## src/rtl/mod23_rr_sched.sv

```systemverilog
// Round-robin front end for a shared, pipelined X-mod-23 residue unit.
// Arbitrates requesters, tracks in-flight IDs alongside the datapath and
// returns {id, residue} through a credit-protected, fall-through response FIFO.
module mod23_rr_sched #(
    parameter int NREQ      = 4,
    parameter int XW        = 32,
    parameter int RW        = 5,
    parameter int LAT       = 2,
    parameter int RSP_DEPTH = 4
) (
    input  logic                     clk,
    input  logic                     rst_n,
    input  logic [NREQ-1:0]          req_valid,
    input  logic [NREQ*XW-1:0]       req_x,
    output logic [NREQ-1:0]          req_ready,
    output logic [XW-1:0]            dp_x,
    input  logic [RW-1:0]            dp_r,
    output logic                     rsp_valid,
    output logic [$clog2(NREQ)-1:0]  rsp_id,
    output logic [RW-1:0]            rsp_r,
    input  logic                     rsp_ready,
    output logic                     busy
);
    localparam int IDW = $clog2(NREQ);
    localparam int OCW = $clog2(RSP_DEPTH + 1);
    localparam int PW  = $clog2(RSP_DEPTH);

    typedef struct packed {
        logic [IDW-1:0] id;
        logic [RW-1:0]  r;
    } rsp_t;

    logic [NREQ-1:0][XW-1:0] req_x_a;
    logic [IDW-1:0]          ptr;
    logic [OCW-1:0]          occ;
    logic                    issue_ok;
    logic [NREQ-1:0]         gnt;
    logic [IDW-1:0]          gnt_id;
    logic                    found;
    logic [IDW:0]            idx;
    logic                    issue;
    logic [LAT:1]            vld_pipe;
    logic [LAT:1][IDW-1:0]   id_pipe;
    rsp_t                    mem [RSP_DEPTH];
    logic [PW-1:0]           wr_ptr, rd_ptr;
    logic [OCW-1:0]          fifo_cnt;
    logic                    fifo_empty;
    rsp_t                    in_rsp, head;
    logic                    pop, push, fifo_pop;

    assign req_x_a = req_x;

    // Credit check deliberately ignores a same-cycle pop so req_ready never
    // depends on rsp_ready; grants are also held off while reset is asserted.
    assign issue_ok = rst_n && (occ < OCW'(RSP_DEPTH));

    // Round-robin search starting at ptr; first valid requester wins.
    always_comb begin
        gnt    = '0;
        gnt_id = '0;
        found  = 1'b0;
        idx    = '0;
        for (int k = 0; k < NREQ; k++) begin
            idx = {1'b0, ptr} + (IDW+1)'(k);
            if (idx >= (IDW+1)'(NREQ))
                idx = idx - (IDW+1)'(NREQ);
            if (!found && issue_ok && req_valid[idx[IDW-1:0]]) begin
                found            = 1'b1;
                gnt[idx[IDW-1:0]] = 1'b1;
                gnt_id           = idx[IDW-1:0];
            end
        end
    end

    assign issue     = found;
    assign req_ready = gnt;
    assign dp_x      = issue ? req_x_a[gnt_id] : '0;

    // Pointer moves just past the winner; stays put on idle cycles.
    always_ff @(posedge clk or negedge rst_n) begin
        if (!rst_n)
            ptr <= '0;
        else if (issue)
            ptr <= (gnt_id == IDW'(NREQ-1)) ? '0 : gnt_id + 1'b1;
    end

    // Tag pipe mirrors the datapath latency so stage LAT lines up with dp_r.
    always_ff @(posedge clk or negedge rst_n) begin
        if (!rst_n) begin
            vld_pipe <= '0;
            id_pipe  <= '0;
        end else begin
            vld_pipe[1] <= issue;
            id_pipe[1]  <= gnt_id;
            for (int s = 2; s <= LAT; s++) begin
                vld_pipe[s] <= vld_pipe[s-1];
                id_pipe[s]  <= id_pipe[s-1];
            end
        end
    end

    // Fall-through FIFO: when empty, the arriving result is presented directly
    // so an idle block adds no latency beyond the datapath's own.
    assign in_rsp     = '{id: id_pipe[LAT], r: dp_r};
    assign fifo_empty = (fifo_cnt == '0);
    assign head       = fifo_empty ? in_rsp : mem[rd_ptr];
    assign rsp_valid  = !fifo_empty || vld_pipe[LAT];
    assign rsp_id     = rsp_valid ? head.id : '0;
    assign rsp_r      = rsp_valid ? head.r  : '0;
    assign pop        = rsp_valid && rsp_ready;
    assign push       = vld_pipe[LAT] && !(fifo_empty && rsp_ready);
    assign fifo_pop   = pop && !fifo_empty;

    // Storage array carries no reset; only pointers/count define validity.
    always_ff @(posedge clk) begin
        if (push)
            mem[wr_ptr] <= in_rsp;
    end

    // FIFO pointers and fill count.
    always_ff @(posedge clk or negedge rst_n) begin
        if (!rst_n) begin
            wr_ptr   <= '0;
            rd_ptr   <= '0;
            fifo_cnt <= '0;
        end else begin
            if (push)
                wr_ptr <= (wr_ptr == PW'(RSP_DEPTH-1)) ? '0 : wr_ptr + 1'b1;
            if (fifo_pop)
                rd_ptr <= (rd_ptr == PW'(RSP_DEPTH-1)) ? '0 : rd_ptr + 1'b1;
            case ({push, fifo_pop})
                2'b10:   fifo_cnt <= fifo_cnt + 1'b1;
                2'b01:   fifo_cnt <= fifo_cnt - 1'b1;
                default: fifo_cnt <= fifo_cnt;
            endcase
        end
    end

    // Occupancy counts everything issued and not yet popped (pipe + FIFO).
    always_ff @(posedge clk or negedge rst_n) begin
        if (!rst_n)
            occ <= '0;
        else
            case ({issue, pop})
                2'b10:   occ <= occ + 1'b1;
                2'b01:   occ <= occ - 1'b1;
                default: occ <= occ;
            endcase
    end

    assign busy = (occ != '0);

    // Credit scheme guarantees the FIFO never receives a push while full.
    assert property (@(posedge clk) disable iff (!rst_n)
                     !(push && fifo_cnt == OCW'(RSP_DEPTH)));

endmodule

```

## config.mk

```make
export PLATFORM = sky130hd
export DESIGN_NAME = mod23_rr_sched
export DESIGN_NICKNAME = d
export VERILOG_FILES = /design/src/rtl/mod23_rr_sched.sv
export SDC_FILE = /design/constraint.sdc
export NUM_CORES = 1
export LEC_CHECK = 0
export ABC_AREA = 1
export CAP_MARGIN = 40
export CORE_AREA = 4 4 95 115
export CTS_CLUSTER_SIZE = 25
export DETAILED_ROUTE_END_ITERATION = 7
export DIE_AREA = 0 0 99 119
export PLACE_DENSITY_LB_ADDON = 0.15
export SLEW_MARGIN = 30
export SYNTH_ARGS = -nofsm -noshare
export SYNTH_HDL_FRONTEND = slang
export SYNTH_SLANG_ARGS = --single-unit
```

## constraint.sdc

```tcl
create_clock -name clk -period 4.1 [get_ports clk]
set_input_delay 0.82 -clock clk [delete_from_list [all_inputs] [get_ports clk]]
set_output_delay 0.82 -clock clk [all_outputs]
set_load 0.005 [all_outputs]
```

==> flow_metrics.py <==
metrics = {
    "logic_synthesis": {
        "synth_cell_types": 32,
        "ys_seq_elements": 46,
        "synthArstFlopShare_pct": 39.13,
        "synthFlopType": "edfxtp_1",
        "synth-edff-count": 28,
        "netlist_area_um2": 4128,
        "yosys.area.top_type": "edfxtp_1",
        "avgSynthCellArea_um2": 6.891,
        "syn_nets": 753,
        "yosysWarnings": 0,
        "synthCells": 599,
        "synth.top_cell.area_share_pct": 20.37,
        "ys_seq_area_share_pct": 31.28,
        "synth_area_leaders": "edfxtp_1 (20%), nand3_1 (13%), inv_1 (12%), dfrtp_1 (11%), nand2_1 (8.5%)",
    },
    "routing": {
        "wl_met2_um": 6930,
        "vias": 4638,
        "avgRoutedWirePerCell_um": 14.91,
        "dr.max_layer_used": "met4",
        "routed_via_density": 5.063,
        "initialDrtViolationCount": 313,
        "met1Wirelength_um": 5312,
        "drt_wl_total_um": 13660,
        "first_pass_iters": 4,
        "wl_met3_um": 1120,
        "drcViolationCount": 0,
        "antenna_left": 0,
    },
    "global_routing": {
        "grt_max_degree": 51,
        "grt_pass1_wl_um": 21680,
        "gr-usage-all-layers_pct": 22.01,
        "antenna_found_initial": 0,
        "grt_pass1_vias": 4792,
        "gr-total-overflow": 0,
    },
    "hold_path": {
        "hold_depth": 0,
        "hold_path_class": "register to register",
        "holdPathEnd": "id_pipe[2]$_DFF_PN0_",
        "min-delay-start": "id_pipe[0]$_DFF_PN0_",
    },
    "worst_setup_path": {
        "reg2reg_slack_ns": 0.94,
        "path_max_fanout": 17,
        "r2r_end": "occ[2]$_DFFE_PN0P_",
        "crit_type": "input port to primary output",
        "r2r-start": "ptr[0]$_DFFE_PN0P_",
        "reg2reg_depth": 15,
        "cp.arrival_ns": 3.16,
        "crit_path_start_kind": "input port",
        "critPathRequiredTime_ns": 3.28,
        "end_kind": "primary output",
    },
    "place": {
        "gp_congestion": 0.8508,
        "place_ws_ns": 0.03717,
        "port_buffers": 184,
        "dp_hpwl_um": 10490,
        "dp_cells": 903,
    },
    "clock_tree": {
        "clock-sinks": 46,
        "insertion_delay_ns": 0.28,
        "cts_max_level": 2,
        "clk_pin_slew_worst_paths_ns": 0.05,
        "clock_path_buffers": 2,
        "cts_made_buffers": 5,
        "cts_tree": "built",
        "holdBufCountCts": 0,
        "cts-root-buf": "clkbuf_16",
    },
    "floorplanning": {
        "initial_core_util_pct": 41.87,
        "die_h_um": 119,
        "die_w_um": 99,
        "core_um2": 9859,
        "die_area_um2": 11780,
        "row_count": 40,
        "num_io_pins": 185,
    },
    "timing": {
        "slew_violations": 0,
        "tightest_slew_ns": 0.7297,
        "finalSetupViolCount": 0,
        "max_freq_mhz": 251.1,
        "setup_ws_ns": 0.1180,
        "fin_tns_setup_ns": 0,
        "fin_crit_sh_pct": 97.12,
        "min_period_ns": 3.982,
        "final-hold-violation-count": 0,
        "clock_skew_ns": 0.006107,
        "max-slew-margin-rel_pct": 51.17,
    },
    "power": {
        "power_density_nw_per_um2": 717.4,
        "vdd_drop_max_mv": 0.4113,
        "leakagePower_nw": 3.473,
        "p_total_mw": 4.691,
    },
    "cells_and_area": {
        "drive_gt1_share_pct": 8.861,
        "layout.nets": 943,
        "utilization_pct": 66.32,
        "fin_cells": 916,
        "n_antenna_cell": 0,
        "final_common_cell": "clkdlybuf4s50_1",
        "layout_common_cells": "clkdlybuf4s50_1 (156), inv_1 (127), nand3_1 (105)",
        "syn2layout_area_growth_pct": 58.41,
    },
    "flow_run": {
        "maxCapViolations": 0,
    },
    "run_status": {
        "outcome": "finished clean",
    },
}
cells by family (layout without fill, tap and decap cells):
logic type / after synthesis / after routing / synth area share (%)
flip-flops: 46 / 46 / 31.28
adder cells (fa/ha/maj): 14 / 14 / 4.607
AO/OA/AOI/OAI: 92 / 92 / 12.03
buffers and inverters: 167 / 358 / 17.22
XOR/XNOR: 4 / 4 / 0.8489
AND/OR/NAND/NOR: 275 / 275 / 33.74
multiplexers: 1 / 1 / 0.2728
final cells by class:
cell class / instances / area, um2
timing repair buffer: 216 / 2272
tap: 126 / 157.7
fill: 818 / 3321
clock inverter: 1 / 3.754
sequential: 46 / 1294
clock buffer: 7 / 152.6
inverter: 134 / 505.5
multi-input combinational: 386 / 2153
metal layers:
metal | up-vias | GRT usage, %
li1 | 2308 | -
met2 | 186 | 39.92
met1 | 2118 | 24.24
met5 | - | 0
met4 | 0 | 6.490
met3 | 26 | 6.971
sequential cells by signal (all words and copies together), names as in the netlist:
register and cells:
rd_ptr 2, mem 28, wr_ptr 2, id_pipe 4
occ 3, vld_pipe 2, fifo_cnt 3, ptr 2
power breakdown:
group / internal (mW) / switching [mW] / total (mW) / leakage [nW]
sequential: 0.641 / 0.117 / 0.758 / 0.475
combinational: 1.65 / 1.88 / 3.53 / 2.92
clock: 0.257 / 0.149 / 0.405 / 0.0776
worst max-delay path, stage by stage:
cell             delay (ns)
clkdlybuf4s50_1        0.50
inv_1                  0.09
nor2_4                 0.14
buf_6                  0.15
nand4_4                0.14
nand3_1                0.11
nand2_1                0.07
nand2_2                0.11
buf_6                  0.13
buf_12                 0.14
nand3_1                0.08
a21oi_1                0.14
clkdlybuf4s50_1        0.52
worst max path at each step:
stage          startpoint       end  slack [ns]  cells past startpoint
2_1_floorplan       rst_n  dp_x[21]        1.01                     12
3_3_place_gp        rst_n  dp_x[22]        0.04                     13
3_5_place_dp        rst_n  dp_x[19]        0.04                     13
4_1_cts             rst_n  dp_x[19]       0.009                     13
5_1_grt             rst_n  dp_x[31]       -0.02                     14
6_report            rst_n  dp_x[21]        0.12                     13
cells in the mapped netlist, types with 4 or more instances:
library cell and n:
a21oi_1 45, buf_2 16, buf_6 7, clkbuf_1 7
dfrtp_1 18, edfxtp_1 28, ha_1 12, inv_1 128
inv_2 5, nand2_1 94, nand2_2 6, nand3_1 106
nand3_2 4, nand3b_1 32, nor2_1 24, o21ai_0 27
o21bai_1 7, o22ai_1 11
per-stage QoR:
step           hold slack (ns)  area, um2
6_report                0.3497       6539
5_1_grt                 0.3610       6539
4_1_cts                 0.3498       6372
3_5_place_dp            0.3356       6215
3_3_place_gp            0.3343       6215
2_1_floorplan           0.3312       4128
what timing repair did:
action                     4_1_cts  5_1_grt
gates resized for setup          1       41
gates cloned                     0        1
buffers inserted                 0        4
setup endpoints to repair        1       32
hold endpoints to repair         0        0
Power figures use the tool's default switching activity.
